**src/rtl/core_pkg.sv**
```systemverilog
// Shared definitions for the RV32I core pipeline stages.
// Holds the result-select encodings, the MEM-stage FSM state type and XLEN.
// Imported by mem_stage_wb and memwb_reg.
package core_pkg;

   localparam int XLEN = 32;

   localparam logic [1:0] RSLT_ALU = 2'b00;
   localparam logic [1:0] RSLT_MEM = 2'b01;
   localparam logic [1:0] RSLT_PC4 = 2'b10;

   typedef enum logic {
      IDLE = 1'b0,
      WAIT = 1'b1
   } mem_state_t;

endpackage

```
**src/rtl/memwb_reg.sv**
```systemverilog
// MEM/WB pipeline register with bubble insertion and asynchronous reset.
// Ports: clk/rst; bubble forces an all-zero entry; the *m-side operands
//        are loaded otherwise and appear on the *w outputs one cycle later.
module memwb_reg
   import core_pkg::*;
(
   input  logic            clk,
   input  logic            rst,
   input  logic            bubble,
   input  logic            regWrt,
   input  logic [1:0]      rsltSrc,
   input  logic [XLEN-1:0] aluRslt,
   input  logic [XLEN-1:0] rdData,
   input  logic [XLEN-1:0] pc4,
   input  logic [4:0]      rd,
   output logic            regWrtw,
   output logic [1:0]      rsltSrcw,
   output logic [XLEN-1:0] aluRsltw,
   output logic [XLEN-1:0] rdDataw,
   output logic [XLEN-1:0] pc4w,
   output logic [4:0]      rdw
);

   always_ff @(posedge clk or posedge rst) begin
      if (rst) begin
         regWrtw  <= 1'b0;
         rsltSrcw <= 2'b00;
         aluRsltw <= '0;
         rdDataw  <= '0;
         pc4w     <= '0;
         rdw      <= 5'd0;
      end else if (bubble) begin
         regWrtw  <= 1'b0;
         rsltSrcw <= 2'b00;
         aluRsltw <= '0;
         rdDataw  <= '0;
         pc4w     <= '0;
         rdw      <= 5'd0;
      end else begin
         regWrtw  <= regWrt;
         rsltSrcw <= rsltSrc;
         aluRsltw <= aluRslt;
         rdDataw  <= rdData;
         pc4w     <= pc4;
         rdw      <= rd;
      end
   end

endmodule

```
**src/rtl/mem_stage_wb.sv**
```systemverilog
// MEM stage: data-memory req/ack bus master, stall generation, timeout and
// misalign detection, feeding the MEM/WB register (memwb_reg).
// Ports: EX/MEM operands in (*m), dm* bus, stallm to hazard unit, MEM/WB
//        outputs (*w), sticky busErr, one-cycle misalign pulse.
module mem_stage_wb
   import core_pkg::*;
#(
   parameter int TIMEOUT = 16,
   parameter int CNTW    = 8
) (
   input  logic        clk,
   input  logic        rst,
   input  logic        regWrtm,
   input  logic        memWrtm,
   input  logic [1:0]  rsltSrcm,
   input  logic [31:0] aluRsltm,
   input  logic [31:0] wrtDm,
   input  logic [31:0] pc4m,
   input  logic [4:0]  rdm,
   output logic        dmReq,
   output logic        dmWe,
   output logic [31:0] dmAddr,
   output logic [31:0] dmWdata,
   input  logic [31:0] dmRdata,
   input  logic        dmAck,
   output logic        stallm,
   output logic        regWrtw,
   output logic [1:0]  rsltSrcw,
   output logic [31:0] aluRsltw,
   output logic [31:0] rdDataw,
   output logic [31:0] pc4w,
   output logic [4:0]  rdw,
   output logic        busErr,
   output logic        misalign
);

   localparam logic [CNTW-1:0] TMO = CNTW'(TIMEOUT);

   mem_state_t      state, state_nxt;
   logic [CNTW-1:0] cnt, cnt_nxt;
   logic            acc, mis, req, stall, done, tmo;
   logic            is_load;
   logic [31:0]     rd_data;

   always_comb begin
      acc       = memWrtm | (rsltSrcm == RSLT_MEM);
      mis       = acc & (aluRsltm[1:0] != 2'b00);
      state_nxt = state;
      cnt_nxt   = cnt;
      req       = 1'b0;
      stall     = 1'b0;
      done      = 1'b0;
      tmo       = 1'b0;
      case (state)
         IDLE: begin
            if (acc && !mis) begin
               req = 1'b1;
               if (dmAck) begin
                  done = 1'b1;
               end else begin
                  stall     = 1'b1;
                  state_nxt = WAIT;
                  cnt_nxt   = CNTW'(1);
               end
            end else if (!acc) begin
               done = 1'b1;
            end
         end
         WAIT: begin
            // An ack arriving on the timeout cycle still completes the access.
            if (dmAck) begin
               req       = 1'b1;
               done      = 1'b1;
               state_nxt = IDLE;
               cnt_nxt   = '0;
            end else if (cnt == TMO) begin
               tmo       = 1'b1;
               state_nxt = IDLE;
               cnt_nxt   = '0;
            end else begin
               req   = 1'b1;
               stall = 1'b1;
               if (cnt != '1) cnt_nxt = cnt + CNTW'(1);
            end
         end
         default: begin
            state_nxt = IDLE;
            cnt_nxt   = '0;
         end
      endcase
   end

   // Gate with rst so the bus request drops the instant reset asserts,
   // even while the inputs still describe a pending access.
   assign dmReq   = req & ~rst;
   assign stallm  = stall & ~rst;
   assign dmWe    = dmReq & memWrtm;
   assign dmAddr  = aluRsltm;
   assign dmWdata = wrtDm;

   assign is_load = (rsltSrcm == RSLT_MEM) & ~memWrtm;
   assign rd_data = is_load ? dmRdata : 32'd0;

   always_ff @(posedge clk or posedge rst) begin
      if (rst) begin
         state    <= IDLE;
         cnt      <= '0;
         busErr   <= 1'b0;
         misalign <= 1'b0;
      end else begin
         state    <= state_nxt;
         cnt      <= cnt_nxt;
         busErr   <= busErr | tmo;
         misalign <= (state == IDLE) & mis;
      end
   end

   memwb_reg u_memwb (
      .clk      (clk),
      .rst      (rst),
      .bubble   (~done),
      .regWrt   (regWrtm),
      .rsltSrc  (rsltSrcm),
      .aluRslt  (aluRsltm),
      .rdData   (rd_data),
      .pc4      (pc4m),
      .rd       (rdm),
      .regWrtw  (regWrtw),
      .rsltSrcw (rsltSrcw),
      .aluRsltw (aluRsltw),
      .rdDataw  (rdDataw),
      .pc4w     (pc4w),
      .rdw      (rdw)
   );

endmodule

```
**config.mk**
```make
export PLATFORM = sky130hd
export DESIGN_NAME = mem_stage_wb
export DESIGN_NICKNAME = d
export VERILOG_FILES = /design/src/rtl/core_pkg.sv /design/src/rtl/memwb_reg.sv /design/src/rtl/mem_stage_wb.sv
export SDC_FILE = /design/constraint.sdc
export NUM_CORES = 1
export LEC_CHECK = 0
export ABC_AREA = 1
export BUFFER_PORTS_ARGS = -buffer_cell sky130_fd_sc_hd__buf_2
export CAP_MARGIN = 20
export CORE_AREA = 2 2 121 123
export CTS_BUF_LIST = sky130_fd_sc_hd__clkbuf_2 sky130_fd_sc_hd__clkbuf_4 sky130_fd_sc_hd__clkbuf_8
export DETAILED_ROUTE_END_ITERATION = 8
export DIE_AREA = 0 0 123 125
export PLACE_DENSITY = 0.67
export SETUP_SLACK_MARGIN = 0.1
export SLEW_MARGIN = 20
export SYNTH_ARGS = -nofsm -noshare
export SYNTH_HDL_FRONTEND = slang
export SYNTH_SLANG_ARGS = --single-unit
```
**constraint.sdc**
```tcl
create_clock -name clk -period 6.1 [get_ports clk]
set_clock_uncertainty 0.05 [all_clocks]
set_input_delay 1.525 -clock clk [delete_from_list [all_inputs] [get_ports clk]]
set_output_delay 1.525 -clock clk [all_outputs]
set_load 0.02 [all_outputs]
```
======== After elaboration in Yosys (flattened, before gate mapping) ========
Index checks and enable logic that the tools add are counted.
storage, ports and cells
  register bits after elaboration ......... 115
  input port bits ......................... 140
  output and inout port bits .............. 173
  logic and storage cells ................. 60
operators by class
  add/subtract/negate cells ............... 1
  equality and inequality tests ........... 6
  multiplexer cells ....................... 28
  bitwise gates (word level) .............. 11
  reduce and logical (&&, ||, !) cells .... 4
operators by type and width
  kind                                                                      count
  32-bit two-way mux                                                        4
  8-bit two-way mux                                                         5
  8-bit one-hot mux with 2 select lines                                     1
  1-bit two-way mux                                                         13
  8-bit by 1-bit adder with 8-bit output (second input constant)            1
  8-bit by 5-bit == test with 1-bit output (second input constant)          1
  8-bit inequality test (second input constant)                             1
  1-bit AND                                                                 6
  1-bit one-hot mux with 2 select lines                                     3
  5-bit two-way mux                                                         1
  2-bit inequality test (second input constant)                             2
  4-bit by 2-bit inequality test with 1-bit output (second input constant)  1
  1-bit NOT                                                                 3
  3-bit AND reduction                                                       1
  2-bit by 1-bit == test with 1-bit output (second input constant)          1
  2-bit two-way mux                                                         1
  1-bit OR                                                                  2
  2-bit nonzero test                                                        1
  1-bit logical AND                                                         1
  1-bit zero test                                                           1

======== Depth between registers and ports, before layout ========
  depth after elaboration ................. 9
  gate-level depth with buffers ........... 9
  mapped depth without buffers ............ 9

======== Modules after synthesis ========
From an unflattened synthesis, not the netlist that was laid out.
second synthesis, totals
  cells, all modules ...................... 566
  area total of the unflattened synthesis .. 4978.5 um^2
by module, submodules not included
  module        times used  cells an instance  area an instance (um^2)  seq. area each (um^2)
  memwb_reg     1           325                3490.8                   2602.5
  mem_stage_wb  1           241                1487.7                   275.3

======== Worst setup path before layout ========
OpenSTA, ideal clock, no wires.
  kind .................................... input to output
  start point ............................. input rst
  end point ............................... output dmWe
  data arrival time ....................... 4.600 ns
  data required time ...................... 4.525 ns
  path slack .............................. -0.075 ns
  stages on the path ...................... 3
  path buffers ............................ 0
  path through ............................ inv_1 > nand3_1 > nor2_1
on the way
  longest elaborated chain between the ends .. 3
RTL lines
  what             RTL line            source
  start, declared  mem_stage_wb.sv:12  input logic rst,
  1-bit NOT        mem_stage_wb.sv:95  assign dmReq = req & ~rst;
  1-bit AND        mem_stage_wb.sv:95
  1-bit AND        mem_stage_wb.sv:97  assign dmWe = dmReq & memWrtm;
  end, declared    mem_stage_wb.sv:21  output logic dmWe,
No other way between the ends.

======== Worst setup path after layout ========
  start point ............................. input aluRsltm[0]
  end point ............................... output stallm
on the way
  longest elaborated chain between the ends .. 7
RTL lines
  what                                   RTL line            source
  start, declared                        mem_stage_wb.sv:16  input logic [31:0] aluRsltm,
  2-bit nonzero test                     mem_stage_wb.sv:47  mis = acc & (aluRsltm[1:0] != 2'b00);
  1-bit AND                              mem_stage_wb.sv:47
  1-bit zero test                        mem_stage_wb.sv:56  if (acc && !mis) begin
  1-bit logical AND                      mem_stage_wb.sv:56
  1-bit two-way mux                      mem_stage_wb.sv:56
  1-bit one-hot mux with 2 select lines  mem_stage_wb.sv:54  case (state)
  1-bit AND                              mem_stage_wb.sv:96  assign stallm = stall & ~rst;
  end, declared                          mem_stage_wb.sv:26  output logic stallm,
No other way between the ends.

==> results.sh <==
export IMPL_status="finished, final reports clean"
export IMPL_start_util_pct=33.7
export IMPL_clkPwrFrac_pct=41.6
export IMPL_drt_wl_total_mm=11.6
export IMPL_grt_use_met3_pct=5.06
export IMPL_min_period_over_period_pct=73.6
export IMPL_grt_pass1_wl_mm=17.5
export IMPL_viasPerCell=4.15
export IMPL_cts_tree="yes"
export IMPL_cts_max_level=4
export IMPL_die_x_um=123
export IMPL_placementRows=44
export IMPL_drtIter0Drc=202
export IMPL_seq_area_frac_synth_pct=60.2
export IMPL_dr_pass1_iters=4
export IMPL_finalPower_mw=1.89
export IMPL_r2r_cells=4
export IMPL_p_per_area_nw_per_um2=310
export IMPL_setup_tns_final_ps=0
export IMPL_die_h_um=125
export IMPL_p_sw_mw=0.517
export IMPL_critical_path_class="in -> out"
export IMPL_met1_usage_pct=15.9
export IMPL_worst_slew_pin_slew_ps=803
export IMPL_root_buffer="clkbuf_8"
export IMPL_cts_sinks=115
export IMPL_post_cts_buffers=0
export IMPL_maxSlewViolCount=0
export IMPL_yosys_area_share_adder_pct=0.524
export IMPL_finalNetCount=831
export IMPL_wl_per_cell_um=13.1
export IMPL_yosys_area_top_type="dfrtp_1"
export IMPL_antenna_cells=0
export IMPL_path_clk_slew_ps=70
export IMPL_syn_nets=643
export IMPL_routabilityCongestion=0.803
export IMPL_cts_hold_buf=0
export IMPL_layout_commonest_cell="buf_2"
export IMPL_hold_depth=2
export IMPL_startpoint_type="primary input"
export IMPL_synth_compound_gate_area_share_pct=0.916
export IMPL_hold_viol_final=0
export IMPL_synth_area_um2=4780
export IMPL_synth_area_leaders="dfrtp_1 (60%), buf_4 (11%), nor2_1 (9.0%)"
export IMPL_timing_rr_start="state"
export IMPL_io_pins=313
export IMPL_fp_dieArea_um2=15400
export IMPL_yosysWarnings=0
export IMPL_clk_path_buf_depth=2
export IMPL_critPathRequiredTime_ps=4530
export IMPL_clkLatencyLatePin_ps=420
export IMPL_vias=3681
export IMPL_slew_headroom_pct=46.5
export IMPL_synth_xor_area_share_pct=0.366
export IMPL_rsz0062_at_grt="false"
export IMPL_groute_usage_overall_pct=15.0
export IMPL_sw_frac_of_total_pct=27.4
export IMPL_internal_power_mw=1.37
export IMPL_arrival_ps=2920
export IMPL_hold_path_class="reg -> reg"
export IMPL_grtUsageMet2_pct=26.4
export IMPL_synth_top_family_by_area="buffers and inverters"
export IMPL_syn_inst=501
export IMPL_cp_end_kind="output port"
export IMPL_synth_cell_type_count=20
export IMPL_grt_overflow=0
export IMPL_vdd_drop_max_mv=0.143
export IMPL_synthSimpleGateAreaFrac_pct=17.8
export IMPL_fmax_mhz=223
export IMPL_path_max_fanout=35
export IMPL_seqPwrFrac_pct=43.6
export IMPL_drive_above_1_share_pct=41.6
export IMPL_cts_resized=0
export IMPL_portBuffers=248
export IMPL_cts_buffers=17
export IMPL_fp_coreArea_um2=14200
export IMPL_synth_top_cell_area_share_pct=60.2
export IMPL_finalCriticalPeriod_ps=4490
export IMPL_power_static_leakage_nw=3.73
export IMPL_hold_path_startpoint="busErr"
export IMPL_regToRegEndpoint="u_memwb.aluRsltw[11]"
export IMPL_fillerInstances=1420
export IMPL_mostFrequentLayoutCells="buf_2 (248), dfrtp_1 (115), nor2_1 (114)"
export IMPL_setup_violations=0
export IMPL_route_detailed_drc=0
export IMPL_avgSynthCellArea_um2=9.54
export IMPL_antenna_left=0
export IMPL_first_global_vias=3404
export IMPL_antenna_found_initial=0
export IMPL_drv_cap=0
export IMPL_r2r_slack_ps=3650
export IMPL_busiest_layer="met2"
export IMPL_combPwrFrac_pct=14.8
export IMPL_synth_mux_area_share_pct=0
export IMPL_area_growth_synth_to_final_pct=27.7
export IMPL_grt_max_degree=73
export IMPL_min_to="busErr"
export IMPL_synth_seq_cells=115
export IMPL_hpwl_mm=8.54
==> cells in the mapped netlist (all sizes together) <==
cell,number
nor2,114
clkinv,1
nand4,4
xor2,2
clkbuf,3
nand3,45
dfrtp,115
nand2,36
o21ai,8
buf,78
inv,91
ha,2
nor3,2
==> state kept, by name, indices dropped and copies added (netlist names) <==
signal,flops
busErr,1
u_memwb.pc4w,32
u_memwb.regWrtw,1
u_memwb.rdDataw,32
cnt,8
state,1
u_memwb.aluRsltw,32
u_memwb.rdw,5
misalign,1
u_memwb.rsltSrcw,2
==> power groups by stage <==
stage	logic, mW	registers [mW]	clock network (mW)
floorplan	0.162	0.900	0
global placement	0.282	0.837	0
detailed placement	0.286	0.839	0
CTS	0.286	0.824	0.813
global route	0.311	0.829	0.845
finish	0.280	0.824	0.786
==> layer usage <==
layer,wire (µm),vias up
met4,230,0
met2,6070,190
met1,4190,1682
met3,1080,22
met5,0,-
li1,-,1787
==> area by class of cell <==
cell class | instances | area, µm² | area share [%]
clock buffer | 20 | 269 | 4.41
clock inverter | 12 | 179 | 2.93
inverter | 92 | 349 | 5.72
multi-input combinational | 213 | 942 | 15.4
sequential | 115 | 2880 | 47.2
tap | 184 | 230 | 3.77
timing repair buffer | 250 | 1260 | 20.6
==> critical path: stages <==
cell and delay [ps]:
buf_2 110, nor2_1 220, nand2_1 120, nand2_1 100, nand2_2 400, nor3_2 230, buf_2 190
==> worst max-delay path by stage <==
| stage | startpoint | to | slack (ps) | cells after the start |
|---|---|---|---|---|
| after CTS | aluRsltm[0] | stallm | 1590 | 7 |
| final | aluRsltm[0] | stallm | 1610 | 7 |
| after global placement | aluRsltm[0] | stallm | 1600 | 7 |
| after global routing | aluRsltm[0] | stallm | 1420 | 7 |
| after floorplan | rst | dmReq | 820 | 3 |
| after detailed placement | aluRsltm[0] | stallm | 1590 | 7 |
==> cells by family (layout without fill, tap and decap cells) <==
family,after synthesis,after routing
fa+ha+maj,2,2
compound gates,8,8
xor+xnor,2,2
buf+inv,173,374
simple gates,201,201
flops,115,115
==> per-stage QoR <==
| step | worst slack (ps) | cell area (µm²) | hold slack [ps] | utilization, % | std cells |
|---|---|---|---|---|---|
| floorplan | 823 | 4780 | 461 | - | 501 |
| global placement | 1600 | 5650 | 415 | 39.8 | 854 |
| detailed placement | 1590 | 5660 | 409 | 39.8 | 854 |
| CTS | 1590 | 6100 | 434 | 43.0 | 886 |
| global route | 1420 | 6100 | 474 | 43.0 | 886 |
| finish | 1610 | 6100 | 429 | 43.0 | 886 |
Note: power is estimated with default switching activity, not from simulation.
